[src/rtl/branch_resolve.sv]
// Decode-stage control-flow resolver: holds the IF/ID register, resolves BEQ/BNE/J/JAL/JR,
// drives the registered fetch redirect and JAL link write, and squashes wrong-path slots.
module branch_resolve #(
  parameter logic [31:0] NOP_WORD     = 32'h0000_0000,
  parameter int          SQUASH_DEPTH = 2,
  parameter logic [4:0]  LINK_REG     = 5'd31
) (
  input  logic        clk,
  input  logic        rst,
  input  logic [31:0] ir_if,
  input  logic [31:0] npc_if,
  input  logic [31:0] rs_data,
  input  logic [31:0] rt_data,
  output logic [4:0]  rs_addr,
  output logic [4:0]  rt_addr,
  output logic [31:0] ir_id,
  output logic [31:0] npc_id,
  output logic        valid_id,
  output logic        pc_update,
  output logic [31:0] pc_i,
  output logic        link_we,
  output logic [4:0]  link_addr,
  output logic [31:0] link_data,
  output logic [15:0] redir_cnt
);

  localparam logic [5:0] OP_SPECIAL = 6'h00;
  localparam logic [5:0] OP_J       = 6'h02;
  localparam logic [5:0] OP_JAL     = 6'h03;
  localparam logic [5:0] OP_BEQ     = 6'h04;
  localparam logic [5:0] OP_BNE     = 6'h05;
  localparam logic [5:0] FUNCT_JR   = 6'h08;
  localparam int         SQ_W       = $clog2(SQUASH_DEPTH + 1);

  logic [SQ_W-1:0] sq_cnt;
  logic [5:0]      op;
  logic [5:0]      funct;
  logic [15:0]     imm;
  logic [25:0]     tgt;
  logic [31:0]     br_target;
  logic [31:0]     j_target;
  logic [31:0]     target;
  logic            taken;
  logic            is_jal;

  assign op        = ir_id[31:26];
  assign funct     = ir_id[5:0];
  assign imm       = ir_id[15:0];
  assign tgt       = ir_id[25:0];
  assign rs_addr   = ir_id[25:21];
  assign rt_addr   = ir_id[20:16];
  assign link_addr = LINK_REG;

  assign br_target = npc_id + {{16{imm[15]}}, imm};
  assign j_target  = {npc_id[31:26], tgt};

  always_comb begin
    // NOTE: every output of this block is defaulted first so no path leaves a latch behind.
    taken  = 1'b0;
    is_jal = 1'b0;
    target = br_target;
    if (valid_id) begin
      case (op)
        OP_BEQ: taken = (rs_data == rt_data);
        OP_BNE: taken = (rs_data != rt_data);
        OP_J: begin
          taken  = 1'b1;
          target = j_target;
        end
        OP_JAL: begin
          taken  = 1'b1;
          is_jal = 1'b1;
          target = j_target;
        end
        OP_SPECIAL: begin
          if (funct == FUNCT_JR) begin
            taken  = 1'b1;
            target = rs_data;
          end
        end
        default: ;
      endcase
    end
  end

  // NOTE: sequential state uses non-blocking assignments so every register samples pre-edge values.
  always_ff @(posedge clk) begin
    if (rst) begin
      ir_id     <= NOP_WORD;
      npc_id    <= '0;
      valid_id  <= 1'b0;
      pc_update <= 1'b0;
      pc_i      <= '0;
      link_we   <= 1'b0;
      link_data <= '0;
      redir_cnt <= '0;
      sq_cnt    <= '0;
    end else begin
      npc_id    <= npc_if;
      pc_update <= taken;
      link_we   <= is_jal;
      if (taken) begin
        pc_i      <= target;
        redir_cnt <= redir_cnt + 16'd1;
      end
      if (is_jal) link_data <= npc_id;
      // The slot captured on the resolving edge is the first wrong-path slot.
      if (taken) begin
        ir_id    <= NOP_WORD;
        valid_id <= 1'b0;
        sq_cnt   <= SQ_W'(SQUASH_DEPTH - 1);
      end else if (sq_cnt != '0) begin
        ir_id    <= NOP_WORD;
        valid_id <= 1'b0;
        sq_cnt   <= sq_cnt - 1'b1;
      end else begin
        ir_id    <= ir_if;
        valid_id <= 1'b1;
      end
    end
  end

endmodule

[config.mk]
export PLATFORM = sky130hd
export DESIGN_NAME = branch_resolve
export DESIGN_NICKNAME = d
export VERILOG_FILES = /design/src/rtl/branch_resolve.sv
export SDC_FILE = /design/constraint.sdc
export NUM_CORES = 1
export LEC_CHECK = 0
export CAP_MARGIN = 10
export CELL_PAD_IN_SITES_DETAIL_PLACEMENT = 0
export CELL_PAD_IN_SITES_GLOBAL_PLACEMENT = 1
export CORE_MARGIN = 1
export CORE_UTILIZATION = 31
export CTS_CLUSTER_SIZE = 28
export DETAILED_ROUTE_END_ITERATION = 8
export PLACE_DENSITY = 0.78
export SLEW_MARGIN = 10
export SYNTH_ARGS = -nofsm -noshare
export SYNTH_HDL_FRONTEND = slang
export SYNTH_SLANG_ARGS = --single-unit
export TNS_END_PERCENT = 20
[constraint.sdc]
create_clock -name clk -period 8.5 [get_ports clk]
set_input_delay 2.55 -clock clk [delete_from_list [all_inputs] [get_ports clk]]
set_output_delay 2.55 -clock clk [all_outputs]
set_load 0.1 [all_outputs]
**Yosys cells after proc, flatten, opt, wreduce, memory -nomap -nowiden**

Cells that the tools add are included.
W data, S select, Z words.

- Register bits after elaboration: 149
- Output and inout port bits: 162

- $add $sub $neg: 3
- Equality and inequality tests: 7
- Mux-type cells: 11
- Reduce and logical (&&, ||, !) cells: 6

Operators by type and width:

| kind | number |
|---|---|
| $mux W32 | 2 |
| $pmux W32 S2 | 1 |
| $add A32 B32 Y32 | 1 |
| $eq A32 B32 Y1 | 1 |
| $ne A32 B32 Y1 | 1 |
| $add A16 B1 Y16 const B | 1 |
| $eq A6 B2 Y1 const B | 2 |
| $eq A6 B3 Y1 const B | 2 |
| $mux W1 | 7 |
| $eq A6 B4 Y1 const B | 1 |
| $logic_not A6 Y1 | 1 |
| $pmux W1 S4 | 1 |
| $reduce_bool A2 Y1 | 2 |
| $reduce_or A2 Y1 | 2 |
| $reduce_or A3 Y1 | 1 |
| $sub A2 B1 Y2 const B | 1 |

**Depth between registers and ports, before layout**

- Depth in word-level cells: 5
- Gate-level depth with buffers: 11

**Worst setup path before layout**

No wires, ideal clock.

- Kind: input port to flip-flop
- Start: input rs_data[15]
- End: register ir_id[10]
- Data arrival time: 4461 ps
- Required time: 8441 ps
- Setup slack: 3980 ps
- Stages on the path: 9
- Path buffers: 1
- Cell sequence: xor2_1 > nor4_1 > nand4_1 > o31a_1 > nor3_4 > inv_2 > nor3b_2 > clkbuf_1 > and2_1

- Word-level cells in the longest chain between the ends: 4
- Elaborated cells between the ends (all ways): 5
- Those cells by class: eq/ne (2); mux (2); reduce/logical (1)

RTL lines:

| element | RTL line | text |
|---|---|---|
| from (decl) | 12 | `input logic [31:0] rs_data,` |
| $ne A32 B32 Y1 / $eq A32 B32 Y1 (equally long branches) | 65, 64 |  |
| $pmux W1 S4 * | 63 | `case (op)` |
| $mux W1 * | 62 | `if (valid_id) begin` |
| $reduce_or A3 Y1 (no source line) * | - |  |
| to (signal assigned) | 117 | `ir_id <= ir_if;` |
| to (decl) | 16 | `output logic [31:0] ir_id,` |

Mark *: on every way between the ends. The rest lies on a longest branch, timed or not.
A chain may end at the register's enable or synchronous reset.

**Final worst setup path**

- Start: input rs_data[18]
- End: register ir_id[15]

Same word-level chain as after synthesis.

==> qor.yml <==
status:
  outcome: "complete, no violations"
setup_path:
  path_max_fanout: 37
  cp.required_ps: 8870
  max_stage_delay_ps: 600
  cp_data_arrival_time_ps: 5960
  timing.rr.end: "pc_i[24]"
  reg2regPathDepth: 11
  cp-end-kind: "flip-flop"
  cp_num_buf_inv: 3
  critPathLaunchType: "input pin"
  r2r_slack_ps: 4950
  path_class: "input pin to flip-flop"
  crit_family: "simple AND/OR/NAND/NOR gates"
  r2r_start: "ir_id[0]"
  crit_path_top_delay_cell: "nor3b_4"
  worstPathCellList: "clkdlybuf4s50_1, xor2_1, nor4_1, nand4_1, o31a_1, nor3_4, inv_2, nor3b_4, buf_4, and2_1"
clock_tree:
  cts_hold_buf: 0
  path_clk_slew_ps: 70
  cts_max_level: 4
  cts-root-buf: "clkbuf_16"
  cts_buffer_depth: 2
  cts_resized: 0
  clk_latency_ps: 440
  cts_made_buffers: 17
  cts_setup_buffers: 0
  clock-sinks: 149
  cts_tree: "built"
route:
  detail-route-antenna-nets: 0
  first_iter_violations: 454
  finalWirelength_um: 28070
  drt_drc_violations_left: 0
  vias_per_cell: 5.034
  first_pass_iters: 7
  vias: 7330
  wire_per_inst_um: 19.28
grt:
  grt_pass1_vias: 6901
  antenna_found_initial: 2
  grt_usage: 0.2251
  grt_pass1_wl_um: 41080
  grt-ovfl-total: 0
  grt_max_degree: 80
sta:
  final_hold_viol_count: 0
  tightest_slew_ps: 1069
  setup_viol_count_final: 0
  fin_crit_ps: 5590
  timing.setup.tns_ps: 0
  clock_skew_ps: 12.54
  fin_crit_sh: 0.6576
  relSlewSlack: 0.2853
  rsz0062_at_grt: "no"
  drv_slew: 0
  clock.fmax_mhz: 178.9
min_path:
  hp-start: "link_data[25]"
  holdPathEnd: "link_data[25]"
  min_path_cells: 2
  hold_path.class: "flip-flop to flip-flop"
cells_and_area:
  area_growth_pct: 48.68
  drive_gt1_frac: 0.04754
  layout_commonest_cell: "clkdlybuf4s50_1"
  layout_common_cells: "clkdlybuf4s50_1 (285), dfxtp_1 (149), nand2_1 (114), a21oi_1 (73), nor2_1 (60)"
  nets: 1287
  stdcell_count: 1456
die:
  coreArea_mm2: 0.02354
  die_w_um: 157.0
  die_area_mm2: 0.02465
  start_util: 0.3164
  pin_count: 292
  rows: 56
  die_h_um: 157.0
synthesis:
  async_flop_share: 0
  yosysTopAreaCell: "dfxtp_1"
  synth_edf_count: 0
  yosys_most_used_dff: "dfxtp_1"
  ys_seq_area_frac: 0.4005
  ys_warn_count: 0
  synth_top_area_frac: 0.4005
  synth_area_per_cell_um2: 8.581
  synth_cell_types: 67
  ys_ff_latch: 149
  synthCells: 868
  synth_area_leaders: "dfxtp_1 (40%), nand2_1 (5.7%), ha_1 (5.5%)"
  netlist_area_mm2: 0.007448
place:
  dp.cells: 1423
  gp_congestion: 0.8736
  hpwl_um: 20800
  port_buffers: 286
pwr:
  power_density_mw_per_mm2: 263.8
  p_leak_nw: 4.195
  ir_worst_vdd_v: 0.0001359
flow_run:
  max_cap_violations: 0
-- synthesized netlist by cell type, drive strengths merged, types with 5 or more instances --
master / instances
and2: 36
xor2: 43
ha: 33
nor2: 61
nand4: 9
inv: 17
a211oi: 17
nand2: 114
xnor2: 25
a21o: 16
buf: 22
or3: 7
nor2b: 34
o22ai: 7
a221oi: 17
nor3: 17
o21ai: 23
mux2i: 5
nand3: 13
nor4: 13
a21oi: 73
a222oi: 11
clkbuf: 41
dfxtp: 149
-- flip-flops by register name, indices dropped and copies added, names as in the netlist --
signal	count
ir_id	32
link_we	1
link_data	32
pc_i	32
redir_cnt	16
valid_id	1
sq_cnt	2
npc_id	32
pc_update	1
-- stage by stage --
stage	setup slack, ps	util	cell area (µm²)	hold slack [ps]	total power (W)
floorplan	3980	-	7463	491.4	0.001800
global placement	2449	0.4454	10490	441.6	0.002164
detailed placement	2346	0.4454	10490	447.1	0.002164
CTS	2797	0.4703	11070	456.6	0.002940
global route	2713	0.4704	11070	475.4	0.003041
finish	2910	0.4704	11070	452.9	0.002922
-- where the power goes --
group          leakage, nW  total (W)  switching, W  internal (W)
Combinational         2.69    0.00131      0.000932      0.000373
Sequential            1.22   0.000847     0.0000774      0.000769
Clock                0.284   0.000770      0.000352      0.000417
Total                 4.20    0.00292       0.00136       0.00156
-- worst reg2reg max path, stage by stage, from the launching register on --
cell and delay, ps:
dfxtp_1 350, ha_1 240, fa_1 460, a21o_1 210, a221oi_1 510, o2bb2ai_1 270
o41ai_1 220, a41o_1 350, a41oi_1 260, xnor2_1 130, a222oi_1 280, a211oi_1 120
-- cells by family (layout without fill, tap and decap cells) --
| logic type | count (synthesis) | in the layout | synth area share |
|---|---|---|---|
| other cells | 1 | 6 | 0.0005035 |
| buf+inv | 80 | 344 | 0.05090 |
| xor+xnor | 68 | 68 | 0.07996 |
| fa+ha+maj | 34 | 34 | 0.05812 |
| flops | 149 | 149 | 0.4005 |
| mux | 6 | 6 | 0.008231 |
| compound gates | 207 | 207 | 0.1865 |
| simple gates | 323 | 323 | 0.2154 |
-- area by class of cell --
class,count,area (µm²)
antenna,1,2.502
clock buffer,17,425.4
clock inverter,15,160.2
fill,2355,12470
inverter,17,63.81
multi-input combinational,643,4113
sequential,149,2983
tap,319,399.1
timing repair buffer,295,2928
-- metal layers --
layer | part of all wire | routed length, µm | track usage | vias up
met5 | 0 | 0 | 0 | -
met4 | 0.013 | 360 | 0.06723 | 0
met3 | 0.079 | 2229 | 0.05534 | 33
met2 | 0.46 | 12850 | 0.3655 | 272
met1 | 0.45 | 12620 | 0.2930 | 3456
li1 | - | - | - | 3569
-- worst max path at each step --
stage | startpoint | endpoint | slack [ps] | cells past startpoint
6_report | rs_data[18] | ir_id[15] | 2910 | 10
4_1_cts | rs_data[28] | ir_id[15] | 2800 | 10
3_5_place_dp | rs_data[18] | ir_id[15] | 2350 | 10
2_1_floorplan | rs_data[15] | ir_id[10] | 3980 | 9
3_3_place_gp | rs_data[28] | ir_id[15] | 2450 | 10
5_1_grt | rs_data[18] | ir_id[15] | 2710 | 10
(Power assumes the default switching activity.)
